### config.mk
export PLATFORM = sky130hd
export DESIGN_NAME = countdown_59_timer
export DESIGN_NICKNAME = d
export VERILOG_FILES = /design/src/rtl/countdown_59_timer.sv
export SDC_FILE = /design/constraint.sdc
export NUM_CORES = 1
export LEC_CHECK = 0
export CAP_MARGIN = 10
export CORE_MARGIN = 8
export CORE_UTILIZATION = 40
export CTS_CLUSTER_SIZE = 10
export DETAILED_ROUTE_END_ITERATION = 8
export GPL_TIMING_DRIVEN = 0
export PLACE_DENSITY = 0.64
export REMOVE_ABC_BUFFERS = 1
export SLEW_MARGIN = 20
export SYNTH_ARGS = -nofsm -noshare
export SYNTH_HDL_FRONTEND = slang
export SYNTH_SLANG_ARGS = --single-unit
### constraint.sdc
create_clock -name clock_sig -period 2.25 [get_ports clock_sig]
set_input_delay 0.3375 -clock clock_sig [delete_from_list [all_inputs] [get_ports clock_sig]]
set_output_delay 0.3375 -clock clock_sig [all_outputs]
set_load 0.02 [all_outputs]
### src/rtl/countdown_59_timer.sv
// -----------------------------------------------------------------------------
// countdown_59_timer
//
// Seconds countdown timer. A preset of 00-59 s is loaded and then counted down
// to 00 at one step per second. The count is shown on two active-low
// 7-segment digits, and completion is flagged.
//
// The block contains a prescaler (one tick every TICK_DIV clocks), a two-digit
// BCD down-counter, a four-state control FSM (IDLE/RUN/PAUSE/DONE) and two
// segment decoders.
//
// Ports:
//   clock_sig    in   1  board clock, rising-edge active
//   reset_sig    in   1  asynchronous, active-low reset
//   start_sig    in   1  start/pause button (already synchronised); rising edge acts
//   load_sig     in   1  level; loads the clamped preset when not running
//   preset_tens  in   3  preset tens digit, clamped to 5
//   preset_ones  in   4  preset ones digit, clamped to 9
//   hex0         out  7  ones digit, active-low, bit0=a .. bit6=g
//   hex1         out  7  tens digit, same encoding
//   running_sig  out  1  high in RUN
//   done_sig     out  1  high in DONE
// -----------------------------------------------------------------------------
module countdown_59_timer #(
    parameter int TICK_DIV = 50_000_000,
    parameter int PRE_W    = 26
) (
    input  logic       clock_sig,
    input  logic       reset_sig,
    input  logic       start_sig,
    input  logic       load_sig,
    input  logic [2:0] preset_tens,
    input  logic [3:0] preset_ones,
    output logic [6:0] hex0,
    output logic [6:0] hex1,
    output logic       running_sig,
    output logic       done_sig
);

    localparam logic [1:0] ST_IDLE  = 2'd0;
    localparam logic [1:0] ST_RUN   = 2'd1;
    localparam logic [1:0] ST_PAUSE = 2'd2;
    localparam logic [1:0] ST_DONE  = 2'd3;

    localparam logic [PRE_W-1:0] PRE_LAST = PRE_W'(TICK_DIV - 1);

    // Registered state
    logic [1:0]       state_reg,       state_next;
    logic [2:0]       tens_reg,        tens_next;
    logic [3:0]       ones_reg,        ones_next;
    logic [2:0]       latch_tens_reg,  latch_tens_next;
    logic [3:0]       latch_ones_reg,  latch_ones_next;
    logic [PRE_W-1:0] pre_reg,         pre_next;
    logic             start_q_reg;

    // Derived controls
    logic       start_rise;
    logic       load_ok;
    logic       tick;
    logic       count_zero;
    logic       dec_to_zero;
    logic [2:0] clamp_tens;
    logic [3:0] clamp_ones;

    assign start_rise  = start_sig & ~start_q_reg;
    assign load_ok     = load_sig && (state_reg != ST_RUN);
    assign tick        = (state_reg == ST_RUN) && (pre_reg == PRE_LAST);
    assign count_zero  = (tens_reg == 3'd0) && (ones_reg == 4'd0);
    // The decrement from 01 is the only one that lands on 00.
    assign dec_to_zero = (tens_reg == 3'd0) && (ones_reg == 4'd1);
    assign clamp_tens  = (preset_tens > 3'd5) ? 3'd5 : preset_tens;
    assign clamp_ones  = (preset_ones > 4'd9) ? 4'd9 : preset_ones;

    always_comb begin
        state_next      = state_reg;
        tens_next       = tens_reg;
        ones_next       = ones_reg;
        latch_tens_next = latch_tens_reg;
        latch_ones_next = latch_ones_reg;
        pre_next        = pre_reg;

        if (load_ok) begin
            // Load beats a simultaneous start edge.
            tens_next       = clamp_tens;
            ones_next       = clamp_ones;
            latch_tens_next = clamp_tens;
            latch_ones_next = clamp_ones;
            state_next      = ST_IDLE;
            pre_next        = '0;
        end else begin
            case (state_reg)
                ST_IDLE: begin
                    if (start_rise) begin
                        if (count_zero) begin
                            state_next = ST_DONE;
                        end else begin
                            state_next = ST_RUN;
                            pre_next   = '0;
                        end
                    end
                end
                ST_RUN: begin
                    // The cycle in which a pause arrives is still a running
                    // cycle, so the prescaler advances before being held. This
                    // keeps every second exactly TICK_DIV running cycles long.
                    if (tick) begin
                        pre_next = '0;
                        if (!count_zero) begin
                            if (ones_reg == 4'd0) begin
                                ones_next = 4'd9;
                                tens_next = tens_reg - 3'd1;
                            end else begin
                                ones_next = ones_reg - 4'd1;
                            end
                        end
                        if (dec_to_zero || count_zero) begin
                            state_next = ST_DONE;
                        end else if (start_rise) begin
                            state_next = ST_PAUSE;
                        end
                    end else begin
                        pre_next = pre_reg + 1'b1;
                        if (start_rise) begin
                            state_next = ST_PAUSE;
                        end
                    end
                end
                ST_PAUSE: begin
                    if (start_rise) begin
                        state_next = ST_RUN;
                    end
                end
                default: begin // ST_DONE
                    if (start_rise) begin
                        state_next = ST_IDLE;
                        tens_next  = latch_tens_reg;
                        ones_next  = latch_ones_reg;
                    end
                end
            endcase
        end
    end

    always_ff @(posedge clock_sig or negedge reset_sig) begin
        if (!reset_sig) begin
            state_reg      <= ST_IDLE;
            tens_reg       <= '0;
            ones_reg       <= '0;
            latch_tens_reg <= '0;
            latch_ones_reg <= '0;
            pre_reg        <= '0;
            start_q_reg    <= 1'b0;
        end else begin
            state_reg      <= state_next;
            tens_reg       <= tens_next;
            ones_reg       <= ones_next;
            latch_tens_reg <= latch_tens_next;
            latch_ones_reg <= latch_ones_next;
            pre_reg        <= pre_next;
            start_q_reg    <= start_sig;
        end
    end

    // Segment decode, active-low, bit0=a .. bit6=g. Non-BCD codes blank.
    function automatic logic [6:0] seg7(input logic [3:0] d);
        case (d)
            4'd0:    seg7 = 7'b1000000;
            4'd1:    seg7 = 7'b1111001;
            4'd2:    seg7 = 7'b0100100;
            4'd3:    seg7 = 7'b0110000;
            4'd4:    seg7 = 7'b0011001;
            4'd5:    seg7 = 7'b0010010;
            4'd6:    seg7 = 7'b0000010;
            4'd7:    seg7 = 7'b1111000;
            4'd8:    seg7 = 7'b0000000;
            4'd9:    seg7 = 7'b0010000;
            default: seg7 = 7'b1111111;
        endcase
    endfunction

    logic [3:0] digit_val [2];
    logic [6:0] digit_seg [2];

    assign digit_val[0] = ones_reg;
    assign digit_val[1] = {1'b0, tens_reg};

    generate
        for (genvar gi = 0; gi < 2; gi++) begin : g_dec
            assign digit_seg[gi] = seg7(digit_val[gi]);
        end
    endgenerate

    assign hex0        = digit_seg[0];
    assign hex1        = digit_seg[1];
    assign running_sig = (state_reg == ST_RUN);
    assign done_sig    = (state_reg == ST_DONE);

endmodule

==> reports/results.tsv <==
stage	metric	value	unit
status	status	complete, no violations	
worst_setup_path	Crit Reg-Reg Endpoint	pre_reg[22]	
route	antenna-violating nets left	0	
power	peak supply drop	0.653	mV
floorplanning	initial core utilization	0.416	
global_route	first-pass GRT wire length	12500	um
global_route	vias in the first global route	2545	
floorplanning	Site Rows	30	
clock_network	# H-tree levels	2	
synthesis	YS warnings	0	
worst_setup_path	CP peak stage delay	620	ps
placed_design	pre-CTS setup slack	-920	ps
sta	Final Hold Vio Count	0	
min_path	Hold Path Class	in2async	
layout	antenna fix cells	0	
global_route	pin count of the biggest net entering global routing	23	
route	routed wire length	7400	um
global_route	GRT Util Overall	0.151	
placed_design	Final HPWL DP	4750	um
clock_network	Reg clk slew, reported paths	90	ps
clock_network	Skew-Pair Late Insertion Delay	300	ps
run	Max-cap violations	0	
clock_network	CTS root buffer	clkbuf_8	
power	Combinational Power Share	0.577	
synthesis	Top FF cell, synth	dfrtp_1	
synthesis	Cells after Synth	328	
synthesis	Post-synth ARST share	1.00	
worst_setup_path	crit path kind	reg2reg	
layout	max reg flops	26	
worst_setup_path	R2R Setup Slk	40	ps
worst_setup_path	CP Capture Type	flop	
synthesis	register area share after synthesis	0.379	
clock_network	clock buffer count from CTS	5	
sta	Final setup viols	0	
worst_setup_path	slowest CP cell	or4_4	
floorplanning	die width	100	um
power	Psw	1.79	mW
sta	final setup TNS	0	ps
global_route	Remaining Overflow, GRT	0	
power	internal power	2.37	mW
worst_setup_path	Critical Path Sink	pre_reg[22]	
sta	setup ws final	39.7	ps
clock_network	CTS tree	built	
placed_design	routability cong.	0.819	
synthesis	Mapped Avg Cell Area	8.67	um^2
floorplanning	core area	0.00683	mm^2
worst_setup_path	worst setup path startpoint	pre_reg[0]	
clock_network	clock buffer depth	2	
sta	Final Critical Period	2210	ps
power	Sequential Power Share	0.273	
floorplanning	Chip Height	100	um
route	Initial DRT Pass Iterations	5	
worst_setup_path	CP Launch Type	flop	
power	PwrDens	1130	mW/mm^2
sta	RSZ-0062 raised after global routing	true	
synthesis	Synth Cell Area	0.00284	mm^2
worst_setup_path	WP data arrival	2400	ps
layout	# fillers	640	
sta	skew final	8.78	ps
layout	layout cells sized above 1	0.226	
sta	ratio of final minimum period to clock period	0.982	
power	Pwr Total	4.16	mW
sta	max-slew violation count	0	
power	Leak Pwr	1.53	nW
clock_network	# clock sinks	43	
placed_design	port bufs	26	
floorplanning	IO Pins	27	
worst_setup_path	critical path cell sequence	ha_2, nand3_2, or4_4, buf_6, buf_4, nor4_2, xnor2_1, nor2_1	
power	clock share of power	0.151	
sta	slew at the pin closest to its max-slew limit	551	ps
layout	area delta synth->final	29.1	%
worst_setup_path	worst r2r src	pre_reg[0]	
global_route	initial antenna violation count	0	
route	WL per Instance	15.8	um
layout	Nets	392	
power	Sw Share	0.430	
route	# DRC	0	
route	vias per cell	5.66	
synthesis	Seq cells post-synth	43	
synthesis	number of synthesized flops with an enable pin	0	
floorplanning	Die ar.	0.0101	mm^2
route	via count	2643	
sta	Slew headroom	0.633	
worst_setup_path	CP required	2440	ps
route	number of DRC markers in iteration 0	151	
sta	Max Freq	452	MHz
worst_setup_path	worst-path maximum fanout	5	
worst_setup_path	Reg2Reg Depth	8	
synthesis	Yosys cell types	53	
-- routing by layer --
layer / routed length (um) / global-route usage
met1: 3210 / 0.195
met2: 3630 / 0.250
met3: 454 / 0.0298
met4: 104 / 0.0384
met5: 0 / 0
-- worst max-delay path, delay by kind of cell (launching register included) --
family	cells	cell delay (ps)
and+or+nand+nor	4	1040
adders and majority gates	1	220
buffers and inverters	2	300
DFF	1	390
xor gates and xnor gates	1	150
-- cell families (layout without fill, tap and decap cells) --
group                      count (synthesis)  after routing  synth area share
and+or+nand+nor                          144            144             0.280
xor gates and xnor gates                  11             11            0.0339
muxes                                     15             15            0.0568
AOI/OAI and AO/OA                         72             73             0.153
buffers and inverters                     32             74            0.0497
DFF                                       43             43             0.379
adders and majority gates                 11             11            0.0484
-- Yosys cell counts, types with 4 or more instances --
| cell type | n | area share |
|---|---|---|
| dfrtp_1 | 43 | 0.38 |
| nor2_1 | 29 | 0.038 |
| nand2_1 | 25 | 0.033 |
| a21oi_1 | 24 | 0.042 |
| o21ai_0 | 20 | 0.035 |
| inv_1 | 15 | 0.020 |
| nor4_1 | 14 | 0.031 |
| nand3_1 | 13 | 0.023 |
| nand4_1 | 13 | 0.029 |
| ha_1 | 11 | 0.048 |
| mux2_2 | 9 | 0.036 |
| clkbuf_1 | 8 | 0.011 |
| xnor2_1 | 8 | 0.025 |
| nor2b_1 | 7 | 0.015 |
| nor3_1 | 7 | 0.012 |
| and3_1 | 6 | 0.013 |
| mux2i_1 | 6 | 0.021 |
| buf_2 | 5 | 0.0088 |
| o31ai_1 | 5 | 0.013 |
| or3_1 | 5 | 0.011 |
| nand2b_1 | 4 | 0.0088 |
| o22ai_1 | 4 | 0.0088 |
-- what timing repair did --
item / in CTS / in global routing
gates resized for setup: 33 / 30
setup endpoints to repair: 47 / 32
pin swaps: 5 / 9
gates cloned: 1 / 0
setup buffers: 5 / 18
hold buffers: 0 / 0
-- area by class of cell --
| class | count | area (um^2) | share of cell area |
|---|---|---|---|
| Clock inverter | 2 | 35.0 | 0.00954 |
| Sequential cell | 43 | 1080 | 0.294 |
| Inverter | 16 | 67.6 | 0.0184 |
| Multi-Input combinational cell | 254 | 1800 | 0.491 |
| Timing Repair Buffer | 50 | 480 | 0.131 |
| Clock buffer | 6 | 82.6 | 0.0225 |
| Tap cell | 96 | 120 | 0.0327 |
-- placed cells by master (no fill, tap or decap), types with 3 or more instances in the layout --
cell type        instances
nand3_1                 12
a31oi_1                  3
buf_4                   19
nand4_1                 13
mux2_2                   8
nor2b_1                  7
nor2_1                  28
dfrtp_1                 39
nand2b_1                 3
inv_2                    3
and2_1                   3
a21oi_1                 24
nand2_1                 25
xor2_1                   3
or3_1                    5
ha_1                     9
mux2i_1                  6
and3_1                   6
xnor2_1                  8
o31ai_1                  4
or2_2                    3
nor4_1                   7
nor3_1                   7
o22ai_1                  4
clkdlybuf4s50_1         14
dlygate4sd2_1            7
o21ai_0                 18
dfrtp_2                  4
inv_1                   11
clkbuf_8                 6
nor4_2                   7
-- how the worst min path moves through the flow --
stage                                 start                 to
after global placement    latch_tens_reg[1]  latch_tens_reg[1]
after floorplan                   reset_sig  latch_ones_reg[0]
after CTS                         reset_sig        pre_reg[17]
after detailed placement          reset_sig         pre_reg[0]
final                             reset_sig        pre_reg[24]
after global routing              reset_sig        pre_reg[17]
-- power by group through the flow --
stage / Clock, mW / Sequential, mW / Combinational (mW)
2_1_floorplan: 0 / 1.09 / 1.31
3_3_place_gp: 0 / 1.14 / 2.01
3_5_place_dp: 0 / 1.15 / 2.05
4_1_cts: 0.647 / 1.15 / 2.16
5_1_grt: 0.670 / 1.16 / 2.65
6_report: 0.627 / 1.14 / 2.40
-- through the flow --
step / utilization / instances / hold WS, ps / instance area [um^2]
floorplan: - / 312 / 41.9 / 2760
global route: 0.537 / 467 / 65.6 / 3670
CTS: 0.500 / 449 / 32.5 / 3420
detailed placement: 0.464 / 435 / 356 / 3170
finish: 0.537 / 467 / 18.4 / 3670
global placement: 0.460 / 434 / 466 / 3140
Power figures use the tool's default switching activity.
